`config.mk`:
```
export PLATFORM = sky130hd
export DESIGN_NAME = spi_slave_driver
export DESIGN_NICKNAME = d
export VERILOG_FILES = /design/src/rtl/spi_input_sync.sv /design/src/rtl/spi_slave_driver.sv
export SDC_FILE = /design/constraint.sdc
export NUM_CORES = 1
export LEC_CHECK = 0
export CORE_MARGIN = 5
export CORE_UTILIZATION = 52
export DETAILED_ROUTE_END_ITERATION = 12
export PLACE_DENSITY = 0.77
export SLEW_MARGIN = 10
export SYNTH_ARGS = -nofsm -noshare
export SYNTH_HDL_FRONTEND = slang
export SYNTH_SLANG_ARGS = --single-unit
```
`constraint.sdc`:
```
create_clock -name clk -period 1.9 [get_ports clk]
set_input_delay 0.38 -clock clk [delete_from_list [all_inputs] [get_ports clk]]
set_output_delay 0.38 -clock clk [all_outputs]
set_load 0.005 [all_outputs]
```
`src/rtl/spi_input_sync.sv`:
```
// rtl/spi_input_sync.sv - two-flop synchronizer plus edge-detect flop for one asynchronous input
module spi_input_sync #(
    parameter logic RESET_VAL = 1'b0
) (
    input  logic clk,
    input  logic rst,
    input  logic i_async,
    output logic o_level,
    output logic o_rise,
    output logic o_fall
);

    logic r_meta;
    logic r_sync;
    logic r_prev;

    // Reset value is chosen per input so a line already active at reset release yields one edge
    always_ff @(posedge clk) begin
        if (!rst) begin
            r_meta <= RESET_VAL;
            r_sync <= RESET_VAL;
            r_prev <= RESET_VAL;
        end else begin
            r_meta <= i_async;
            r_sync <= r_meta;
            r_prev <= r_sync;
        end
    end

    assign o_level = r_sync;
    assign o_rise  = r_sync & ~r_prev;
    assign o_fall  = ~r_sync & r_prev;

endmodule

```
`src/rtl/spi_slave_driver.sv`:
```
// rtl/spi_slave_driver.sv - SPI mode-0 slave, MSB first, with back-to-back word streaming
module spi_slave_driver #(
    parameter int DATA_WIDTH = 8
) (
    input  logic                  clk,
    input  logic                  rst,
    input  logic [DATA_WIDTH-1:0] data_in,
    output logic [DATA_WIDTH-1:0] data_out,
    output logic                  ready,
    output logic                  prepare,
    input  logic                  mosi,
    output logic                  miso,
    input  logic                  sclk,
    input  logic                  cs
);

    localparam int CW = $clog2(DATA_WIDTH + 1);
    localparam logic [CW-1:0] CNT_FULL = CW'(DATA_WIDTH);

    typedef enum logic {
        ST_IDLE   = 1'b0,
        ST_ACTIVE = 1'b1
    } state_t;

    logic w_cs_rise;
    logic w_cs_fall;
    logic w_sclk_rise;
    logic w_sclk_fall;
    logic w_mosi;

    state_t                r_state;
    state_t                w_state_next;
    logic [CW-1:0]         r_cnt;
    logic [DATA_WIDTH-1:0] r_rx;
    logic [DATA_WIDTH-1:0] r_tx;
    logic                  r_any_word;
    logic                  r_done;
    logic                  r_ready;
    logic                  w_reload;

    spi_input_sync #(.RESET_VAL(1'b1)) u_sync_cs (
        .clk(clk), .rst(rst), .i_async(cs),
        .o_level(), .o_rise(w_cs_rise), .o_fall(w_cs_fall)
    );

    spi_input_sync #(.RESET_VAL(1'b0)) u_sync_sclk (
        .clk(clk), .rst(rst), .i_async(sclk),
        .o_level(), .o_rise(w_sclk_rise), .o_fall(w_sclk_fall)
    );

    spi_input_sync #(.RESET_VAL(1'b0)) u_sync_mosi (
        .clk(clk), .rst(rst), .i_async(mosi),
        .o_level(w_mosi), .o_rise(), .o_fall()
    );

    always_ff @(posedge clk) begin
        if (!rst) begin
            r_state <= ST_IDLE;
        end else begin
            r_state <= w_state_next;
        end
    end

    // A cs edge always wins over a coincident sclk edge
    always_comb begin
        w_state_next = r_state;
        w_reload     = 1'b0;
        prepare      = 1'b0;
        case (r_state)
            ST_IDLE: begin
                if (w_cs_fall) begin
                    w_state_next = ST_ACTIVE;
                    prepare      = 1'b1;
                end
            end
            ST_ACTIVE: begin
                if (w_cs_rise) begin
                    w_state_next = ST_IDLE;
                end else if (w_sclk_fall && r_cnt == '0 && r_any_word) begin
                    w_reload = 1'b1;
                    prepare  = 1'b1;
                end
            end
            default: w_state_next = ST_IDLE;
        endcase
    end

    // Counter parks at DATA_WIDTH for one cycle so data_out loads one cycle after the last shift
    always_ff @(posedge clk) begin
        if (!rst) begin
            r_cnt      <= '0;
            r_rx       <= '0;
            r_tx       <= '0;
            r_any_word <= 1'b0;
            r_done     <= 1'b0;
            r_ready    <= 1'b0;
            data_out   <= '0;
        end else begin
            r_done  <= 1'b0;
            r_ready <= r_done;
            if (r_state == ST_IDLE) begin
                if (w_cs_fall) begin
                    r_tx       <= data_in;
                    r_cnt      <= '0;
                    r_any_word <= 1'b0;
                end
            end else if (w_cs_rise) begin
                r_cnt      <= '0;
                r_any_word <= 1'b0;
            end else begin
                if (r_cnt == CNT_FULL) begin
                    r_cnt      <= '0;
                    data_out   <= r_rx;
                    r_done     <= 1'b1;
                    r_any_word <= 1'b1;
                end else if (w_sclk_rise) begin
                    r_rx  <= {r_rx[DATA_WIDTH-2:0], w_mosi};
                    r_cnt <= r_cnt + CW'(1);
                end
                if (w_reload) begin
                    r_tx <= data_in;
                end else if (w_sclk_fall) begin
                    r_tx <= {r_tx[DATA_WIDTH-2:0], 1'b0};
                end
            end
        end
    end

    assign ready = r_ready;
    assign miso  = (r_state == ST_ACTIVE) & r_tx[DATA_WIDTH-1];

endmodule

```
# Word-level counts from Yosys, hierarchy flattened

Index checks and enable logic that the tools add are counted.

Register bits: 40
Bits of input ports: 13
Output and inout bits: 11
Word-level logic and storage cells: 67

Add/sub/neg operators: 1
Equality and inequality tests: 5
Multiplexer cells: 22
Bitwise operators: 13
Reduce and logical (&&, ||, !) cells: 10

Operator list:

| cell                | number |
|---|---|
| $mux 8              | 5 |
| $mux 4              | 5 |
| $mux 1              | 10 |
| $not 1->1           | 8 |
| $reduce_and 3->1    | 2 |
| $and 1x1->1         | 5 |
| $add 4x1->4 const B | 1 |
| $eq 4x4->1 const B  | 1 |
| $logic_not 4->1     | 1 |
| $ne 4x1->1 const B  | 1 |
| $pmux 1 s2          | 2 |
| $reduce_and 2->1    | 2 |
| $reduce_and 4->1    | 1 |
| $ne 3x1->1 const B  | 1 |
| $ne 3x2->1 const B  | 1 |
| $reduce_or 3->1     | 1 |
| $logic_and 1x1->1   | 2 |
| $ne 2x2->1 const B  | 1 |
| $reduce_bool 2->1   | 1 |

# Longest topological paths before layout

Gate-level depths: netlist of run 1.

Depth after elaboration: 10
Mapped depth: 7
Gate-level depth less buffers: 6

# Hierarchy

A second synthesis of run 1 with hierarchy kept.

Cell total of the unflattened synthesis: 195
Area, all modules: 1762.9 µm²

By module, submodules not included:

| module           | instances | cells each | area each (µm²) | seq. area each (µm²) |
|---|---|---|---|---|
| spi_slave_driver | 1         | 171        | 1488.9          | 640.6 |
| spi_input_sync   | 3         | 8          | 91.3            | 60.1 |

# Worst setup path before layout of run 1

OpenSTA, ideal clock, no wires.

Kind: reg-to-output
Start point: register r_cnt[0]
End point: output port prepare
Arrival time: 1234 ps
Required time: 1520 ps
Path slack: 286 ps
Cell stages (with the launch flop): 6
Buffers on the path: 0
Cell sequence: dfxtp_1 inv_1 ha_1 and4bb_1 a31oi_4 nor2_1

Word-level cells in the longest chain between the ends: 6

Ends and longest elaborated chain:

| item                            | RTL line                | source |
|---|---|---|
| start: declaration              | spi_slave_driver.sv:33  | `logic [CW-1:0] r_cnt;` |
| start signal: assignment        | spi_slave_driver.sv:118 | `r_cnt <= r_cnt + CW'(1);` |
| $logic_not 4->1                 | spi_slave_driver.sv:79  | `end else if (w_sclk_fall && r_cnt == '0 && r_any_word) begin` |
| $logic_and 1x1->1 (2 in series) | spi_slave_driver.sv:79  |  |
| $mux 1                          | spi_slave_driver.sv:79  |  |
| $mux 1                          | spi_slave_driver.sv:77  | `if (w_cs_rise) begin` |
| $pmux 1 s2                      | spi_slave_driver.sv:69  | `case (r_state)` |
| end: declaration                | spi_slave_driver.sv:10  | `output logic prepare,` |

No other way between the ends.

# Worst setup path in the final report of run 1

Start point: register r_cnt[1]
End point: output port prepare

The elaborated chain is that of the path after synthesis.

==> impl_summary.md, run 1 <==
Critical path
In this design, the stage delay of the slowest critical-path cell is 340 ps. In this run the register-to-register setup slack is 260 ps. On the critical path, the stage with the largest delay is an instance of sky130_fd_sc_hd__dfxtp_2. The kind of critical path is reg2out.

In this run the critical register-to-register path is launched from r_cnt[1]. The kind of end point of the critical path is an output pin. The most critical setup path has its startpoint at r_cnt[1].

The startpoint type of the worst setup path is a flop. In this run the worst setup path terminates at prepare. The number of cells on the worst reg-to-reg path is 7. The critical path data arrival time is 1460 ps. At the worst endpoint, the required time is 1520 ps. The maximum fanout along the worst path is 2. The worst reg2reg path endpoint is r_cnt[3]. The critical path goes through inv_2 > ha_4 > and4bb_1 > a31oi_4 > nor2_2 > buf_2.

Timing
Setup repair after global routing could not meet its margin everywhere. After layout, the worst path uses 96.6% of the clock period. The final hold violation count is 0. The worst clock skew on the final layout is 7.05 ps.

On the final layout, the worst hold slack is 415 ps. The final worst setup slack is 64.6 ps. The post-layout minimum cycle time is 1840 ps.

The relative max-transition margin is 72.0%. At the pin with the least slew margin, the transition time is 420 ps. The number of max-slew violations in the final report came to 0. Setup violations remaining at the end of the flow were counted as 0. The highest clock rate is 545 MHz.

Pwr
Net switching is 21.8% of the power. In this run the power spent charging and discharging nets is 0.316 mW. The power density normalized to cell area is 722 mW/mm2. The internal power of the cells totals 1.13 mW. The maximum vdd drop is 0.000461 V. The cell leakage power is 0.824 nW. Sequential cells account for 60.0% of the total power. The portion of total power attributed to combinational logic is 8.2%. The clock network fraction of design power is 31.8%.

Hold path
The worst hold-check path type is reg2reg. Along the worst hold path, the cell count comes to 1.

Clock network
The number of CTS-inserted buffers is 5. After clock tree synthesis, the clock-pin slew on the worst setup and hold paths is 110 ps. The count of hold-fix buffers inserted at cts is 0. TritonCTS built the clock tree.

The CTS H-tree depth is 2. For the worst-skew pair, the clock arrives at the later sink with an insertion delay of 330 ps. The sink count of the clock tree is 40. The tree is rooted in a sky130_fd_sc_hd__clkbuf_4.

Counting along the longest clock path gives a buffer depth of 2.

Placed design
The number of I/O port buffers is 23. The post-DP HPWL is 2.23 mm. Prior to clock tree synthesis, the placed netlist has a worst setup slack of -101 ps. The weighted congestion at the end of routability-driven global placement is 0.813.

Global routing
The number of global-route vias before repair is 1184. The initial antenna violation count was 0. Summed over all layers, the global routing overflow is 0.

The maximum number of pins on one net before global-route repair is 18. Global routing used 15.7% of the available tracks. The wire length of the first global-routing pass is 5.20 mm.

Floorplanning
The die outline area is 0.00426 mm2. The number of cell rows is 20. After floorplanning, the core was sized to cover 0.00300 mm2. The initial utilization of the core area, before any placement, comes to 53.0%. The die is 65.3 um wide. The floorplan step set the die height to 65.3 um. The I/O pin count is 24.

Drt
The number of vias after detailed routing is 1244. The first TritonRoute pass finished after 4 iterations. The number of violations reported at the end of detailed-routing iteration 0 is 52. The routed wire length per instance is 13.1 um. Summed over all layers, the routed wires come to 3.05 mm. The post-detailed-route DRC marker count is 0.

In the routed layout, each cell is associated on average with a via count of 5.34. The count of nets left with antenna violations after detail routing is 0.

Yosys
The biggest area contributor in the post-synthesis netlist is sky130_fd_sc_hd__dfxtp_1. The flop and latch count out of synthesis is 40. The average instance in the mapped netlist occupies 9.58 um2. The leading register cell type out of synthesis is sky130_fd_sc_hd__dfxtp_1.

Of the synthesized area, sequential elements account for 50.4%. The area share of the leading cell type in the synthesized netlist is 50.4%. The number of distinct library cells after synthesis is 34. In the synthesized netlist the async set-or-reset flop fraction comes to 0%. Yosys printed 0 warnings. In the synthesized netlist, the number of instances is 166. The synthesized netlist net count is 181. After synthesis the cells add up to 0.00159 mm2. Counting flops with a built-in enable in the synthesized netlist gives 0. After synthesis, the cell types taking the most area are sky130_fd_sc_hd__dfxtp_1 (50%), sky130_fd_sc_hd__mux2i_1 (9.4%), sky130_fd_sc_hd__a21oi_1 (5.7%), sky130_fd_sc_hd__nor2_1 (3.5%), sky130_fd_sc_hd__o21ai_0 (3.1%).

Cells and area
The combined area of the multi-input logic cells is 744 um2. The number of fill cells is 254. The storage element area is 805 um2. The post-route netlist has 16.0% of its cells at a drive strength greater than 1.

The area growth from synthesis to layout is 26.1%. In the final design database the tool counted 215 nets. The antenna diode count is 0.

Flow run
The total of max-cap violations is 0.

Outcome
The run finished with clean final reports.
-- routing by layer --
metal / track usage, % / part of all wire [%]
met5: 0 / 0
met4: 5.44 / 1.4
met3: 5.30 / 3.6
met2: 26.2 / 50
met1: 18.8 / 45
-- cell usage after synthesis (all sizes together) (3+ instances only) --
library cell   n
and2           7
inv            4
nand3          9
nand2         10
dfxtp         40
mux2i         15
nor2          15
o211ai         3
a21oi         18
buf            4
o21ai         10
clkbuf         5
nor2b          3
nand2b         4
-- kinds of logic after synthesis --
logic type / after synthesis / synth area share (%)
AO/OA/AOI/OAI: 36 / 13.7
adder cells (fa/ha/maj): 2 / 1.57
buffers and inverters: 13 / 3.93
flip-flops: 40 / 50.4
multiplexers: 15 / 9.44
XOR/XNOR: 3 / 1.65
AND/OR/NAND/NOR: 57 / 19.4
-- what timing repair did --
action                                  4_1_cts  5_1_grt
pin swaps                                     3        0
gates cloned                                  0        0
buffers inserted                              2        0
endpoints found under the setup margin        1        8
resized for setup                             8        5
-- critical path: cells and delay by family (launching register included) --
kind	cells	cell delay (ps)
AOI/OAI and AO/OA	1	100
DFF	1	340
buffers and inverters	2	190
and+or+nand+nor	2	360
adders and majority gates	1	130
-- metrics by stage --
stage	setup TNS (ps)	total power [mW]	std cells	instance area [um2]	utilization, %
after detailed placement	-101	1.00	224	1910	63.6
after CTS	0	1.46	233	1990	66.3
after global routing	-28.1	1.53	233	2010	66.8
after floorplan	0	0.947	166	1590	-
final	0	1.45	233	2010	66.8
after global placement	-13.3	0.998	224	1910	63.6
-- flip-flops by register name, indices dropped and copies added, names as in the netlist, 4 cells and up --
| signal | cells |
|---|---|
| r_tx | 8 |
| r_rx | 8 |
| data_out | 8 |
| r_cnt | 4 |
-- placed cells by master, fill, tap and decap left out, types with 2 or more instances in the layout --
cell type                         Yosys  routed
sky130_fd_sc_hd__mux2i_1             15      15
sky130_fd_sc_hd__nor2b_1              3       3
sky130_fd_sc_hd__clkbuf_8             0       2
sky130_fd_sc_hd__inv_1                4       2
sky130_fd_sc_hd__dfxtp_1             40      37
sky130_fd_sc_hd__nand3_1              9       9
sky130_fd_sc_hd__o21ai_0             10      10
sky130_fd_sc_hd__clkdlybuf4s50_1      0      22
sky130_fd_sc_hd__dfxtp_2              0       3
sky130_fd_sc_hd__o211ai_1             3       3
sky130_fd_sc_hd__nand2_1             10      10
sky130_fd_sc_hd__clkbuf_4             0       5
sky130_fd_sc_hd__a21oi_1             18      18
sky130_fd_sc_hd__nor2_1              15      14
sky130_fd_sc_hd__and2_1               7       7
sky130_fd_sc_hd__xor2_1               2       2
sky130_fd_sc_hd__nand2b_1             3       3
sky130_fd_sc_hd__inv_2                0       2
sky130_fd_sc_hd__buf_4                1      12
-- power by group through the flow --
stage / combinational (mW) / clock [mW] / sequential, mW
after detailed placement: 0.116 / 0 / 0.887
after global routing: 0.130 / 0.526 / 0.871
after CTS: 0.119 / 0.476 / 0.868
final: 0.119 / 0.460 / 0.869
after floorplan: 0.0641 / 0 / 0.883
after global placement: 0.112 / 0 / 0.886
-- how the worst min path moves through the flow --
stage | startpoint | to | slack [ps]
after floorplan | u_sync_cs.r_meta | u_sync_cs.o_level | 390
after global placement | u_sync_cs.r_meta | u_sync_cs.o_level | 400
after detailed placement | u_sync_cs.r_meta | u_sync_cs.o_level | 400
after CTS | u_sync_cs.r_meta | u_sync_cs.o_level | 420
after global routing | u_sync_cs.r_meta | u_sync_cs.o_level | 440
final | u_sync_cs.r_meta | u_sync_cs.o_level | 410
-- cell type report --
| type | instances | area share, % |
|---|---|---|
| clock buffers | 7 | 3.24 |
| multi-input cells | 113 | 37.1 |
| repair buffers | 36 | 16.7 |
| inverters | 4 | 0.749 |
| well taps | 33 | 2.06 |
| flip-flops and latches | 40 | 40.1 |
(Power assumes the default switching activity.)
==> run 2: changes to the inputs <==
==> constraint.sdc (replaced) <==
create_clock -name clk -period 1.9 [get_ports clk]
set_input_delay 0.38 -clock clk [delete_from_list [all_inputs] [get_ports clk]]
set_output_delay 0.38 -clock clk [all_outputs]
set_load 0.02 [all_outputs]
==> impl_summary.md, run 2 (synthesis gave the netlist of run 1 again) <==
Outcome
Outcome: finished clean (unchanged).

Critical path
The kind of critical path is reg2out (unchanged). The required arrival time at the worst endpoint is 1520 ps (about the same). The flop-to-flop setup slack is 160 ps (was 260 ps). The worst reg2reg path startpoint is r_cnt[0] (was r_cnt[1]).

The worst reg2reg path endpoint is data_out[4] (was r_cnt[3]). The kind of end point of the critical path is an output pin (unchanged). The timing endpoint of the critical path is prepare (unchanged).

The start point of the critical path is r_cnt[0] (was r_cnt[1]). The number of cells on the worst reg-to-reg path is 6 (was 7). The critical path data arrival time is 1510 ps (was 1460 ps). The startpoint type of the worst setup path is a flop (unchanged). The maximum fanout along the worst path is 2 (unchanged).

Clock network
The clock edge transition at the registers on the reported setup and hold paths is 120 ps (was 110 ps). The root cell of the clock tree is sky130_fd_sc_hd__clkbuf_4 (unchanged). The clock tree from TritonCTS is yes (unchanged). The number of CTS-inserted buffers was 5 (unchanged). The worst-case clock buffer depth is 2 (unchanged).

The CTS H-tree depth is 2 (unchanged). The count of hold-fix buffers inserted at cts is 0 (unchanged). The clock latency reported for the late side of the worst-skew pair is 350 ps (was 330 ps). The sink count of the clock tree is 40 (unchanged).

Placed design
The post-DP HPWL was 2.26 mm (was 2.23 mm). The number of I/O port buffers is 23 (unchanged). The number of placed cells counting well taps is 223 (was 224). The area of placed instances is 0.00189 mm2 (was 0.00191 mm2).

The weighted congestion at the end of routability-driven global placement is 0.870 (was 0.813).

Timing
The relative max-transition margin came to 59.4% (was 72.0%). The post-route clock period utilization was 99.2% (was 96.6%). The worst-case hold slack was 445 ps (was 415 ps).

The worst clock skew on the final layout is 10.6 ps (was 7.05 ps). The final total negative setup slack is 0 ps (unchanged). The post-layout minimum cycle time is 1890 ps (was 1840 ps).

The actual slew at the worst max-slew pin was 608 ps (was 420 ps). The highest clock rate is 530 MHz (was 545 MHz). The setup-violating endpoint count in the final report was 0 (unchanged). The final hold violation count was 0 (unchanged). The number of max-slew violations in the final report is 0 (unchanged). RSZ-0062 raised after global routing: yes (unchanged).

Cells and area
The most common library cell in the layout ignoring fill and taps is sky130_fd_sc_hd__dfxtp_1 (unchanged). The utilization after layout came to 65.3% (was 66.8%). The antenna diode count is 0 (unchanged). The number of fill cells is 261 (was 254). Commonest cells after routing, fill and taps aside: sky130_fd_sc_hd__dfxtp_1 (38), sky130_fd_sc_hd__clkdlybuf4s50_1 (21), sky130_fd_sc_hd__a21oi_1 (18), sky130_fd_sc_hd__mux2i_1 (15), sky130_fd_sc_hd__nor2_1 (14) (was sky130_fd_sc_hd__dfxtp_1 (37), sky130_fd_sc_hd__clkdlybuf4s50_1 (22), sky130_fd_sc_hd__a21oi_1 (18), sky130_fd_sc_hd__mux2i_1 (15), sky130_fd_sc_hd__nor2_1 (14)).

The combined area of the multi-input logic cells came to 747 um2 (was 744 um2). The final standard cell area without fillers came to 0.00196 mm2 (was 0.00201 mm2). The final cell count without fillers came to 230 (was 233).

The area added between synthesis and finish is 23.4% (was 26.1%). The storage element area was 803 um2 (was 805 um2). The fraction of final layout cells with drive strength greater than 1 is 14.2% (was 16.0%).

Registers with the most flip-flops: data_out: 8 flops, r_rx: 8 flops, r_tx: 8 flops (unchanged). The net total in the final layout came to 212 (was 215).

Global routing
The wire length of the first global-routing pass is 5.15 mm (was 5.20 mm). The maximum number of pins on one net before global-route repair was 21 (was 18). The initial antenna violation count is 0 (unchanged).

The number of global-route vias before repair is 1231 (was 1184). The overall fraction of global-route tracks in use came to 15.9% (was 15.7%). The remaining global-route overflow is 0 (unchanged).

Drt
The count of nets left with antenna violations after detail routing was 0 (unchanged). The post-detailed-route DRC marker count came to 0 (unchanged). The routed wire length per instance is 13.4 um (was 13.1 um).

The number of vias after detailed routing is 1273 (was 1244). The first-pass detailed-route iteration total is 4 (unchanged). The routed wire length is 3.07 mm (was 3.05 mm).

The number of violations reported at the end of detailed-routing iteration 0 is 31 (was 52). The number of vias per cell after detailed routing is 5.53 (was 5.34).

Pwr
The maximum vdd drop is 0.000390 V (was 0.000461 V). The cell leakage power is 0.799 nW (was 0.824 nW). The power density normalized to cell area came to 708 mW/mm2 (was 722 mW/mm2).

Floorplanning
The I/O pin count came to 24 (unchanged). The die boundary height is 65.3 um (unchanged). The number of cell rows is 20 (unchanged). The die outline area is 0.00426 mm2 (unchanged). The floorplan die width is 65.3 um (unchanged). The core area came to 0.00300 mm2 (unchanged).

The effective utilization at floorplan came to 53.0% (unchanged).

Flow run
The total of max-cap violations is 0 (unchanged).

Hold path
The worst hold-check path type is reg2reg (unchanged). The number of stages on the worst hold path is 1 (unchanged).
-- run 2: final cells by class --
class	instances	area share [%]
well taps	33	2.10
inverters	4	0.765
clock buffers	5	1.91
repair buffers	33	15.6
clock inverters	2	0.638
multi-input cells	113	38.1
flip-flops and latches	40	40.9
-- run 2: worst min-delay path by stage --
stage | from | end
2_1_floorplan | u_sync_cs.r_meta | u_sync_cs.o_level
3_3_place_gp | u_sync_mosi.r_meta | u_sync_mosi.o_level
3_5_place_dp | u_sync_mosi.r_meta | u_sync_mosi.o_level
4_1_cts | u_sync_mosi.r_meta | u_sync_mosi.o_level
5_1_grt | u_sync_mosi.o_level | r_rx[0]
6_report | u_sync_mosi.r_meta | u_sync_mosi.o_level
-- run 2: through the flow --
| stage | power, mW | worst slack, ps |
|---|---|---|
| after detailed placement | 1.00 | -184 |
| after global routing | 1.46 | -69.2 |
| after CTS | 1.40 | -141 |
| after global placement | 0.994 | -129 |
| after floorplan | 0.950 | 212 |
| final | 1.39 | 14.8 |
-- run 2: power by group --
group          internal (mW)  total (mW)  switching, mW
clock                  0.135       0.405          0.270
combinational         0.0596       0.116         0.0568
sequential             0.857       0.868         0.0107
-- run 2: critical path, cell delays in order (launching register included) --
cell	delay, ps
sky130_fd_sc_hd__dfxtp_2	350
sky130_fd_sc_hd__inv_2	50
sky130_fd_sc_hd__ha_4	150
sky130_fd_sc_hd__and4bb_2	250
sky130_fd_sc_hd__a31oi_4	170
sky130_fd_sc_hd__nor2_4	50
sky130_fd_sc_hd__buf_6	140
-- run 2: metal layers --
| metal | up-vias | track usage (%) | wire length [um] |
|---|---|---|---|
| met5 | - | 0 | 0 |
| met4 | 0 | 8.55 | 76 |
| met3 | 6 | 5.30 | 175 |
| met2 | 35 | 27.1 | 1560 |
| met1 | 598 | 17.2 | 1260 |
| li1 | 634 | - | - |
-- run 2: what timing repair did --
action | CTS | global route
endpoints found under the setup margin | 2 | 3
endpoints found under the hold margin | 0 | 0
gates resized for setup | 5 | 11
buffers inserted | 0 | 0
cloned | 0 | 0
pin swaps | 0 | 4
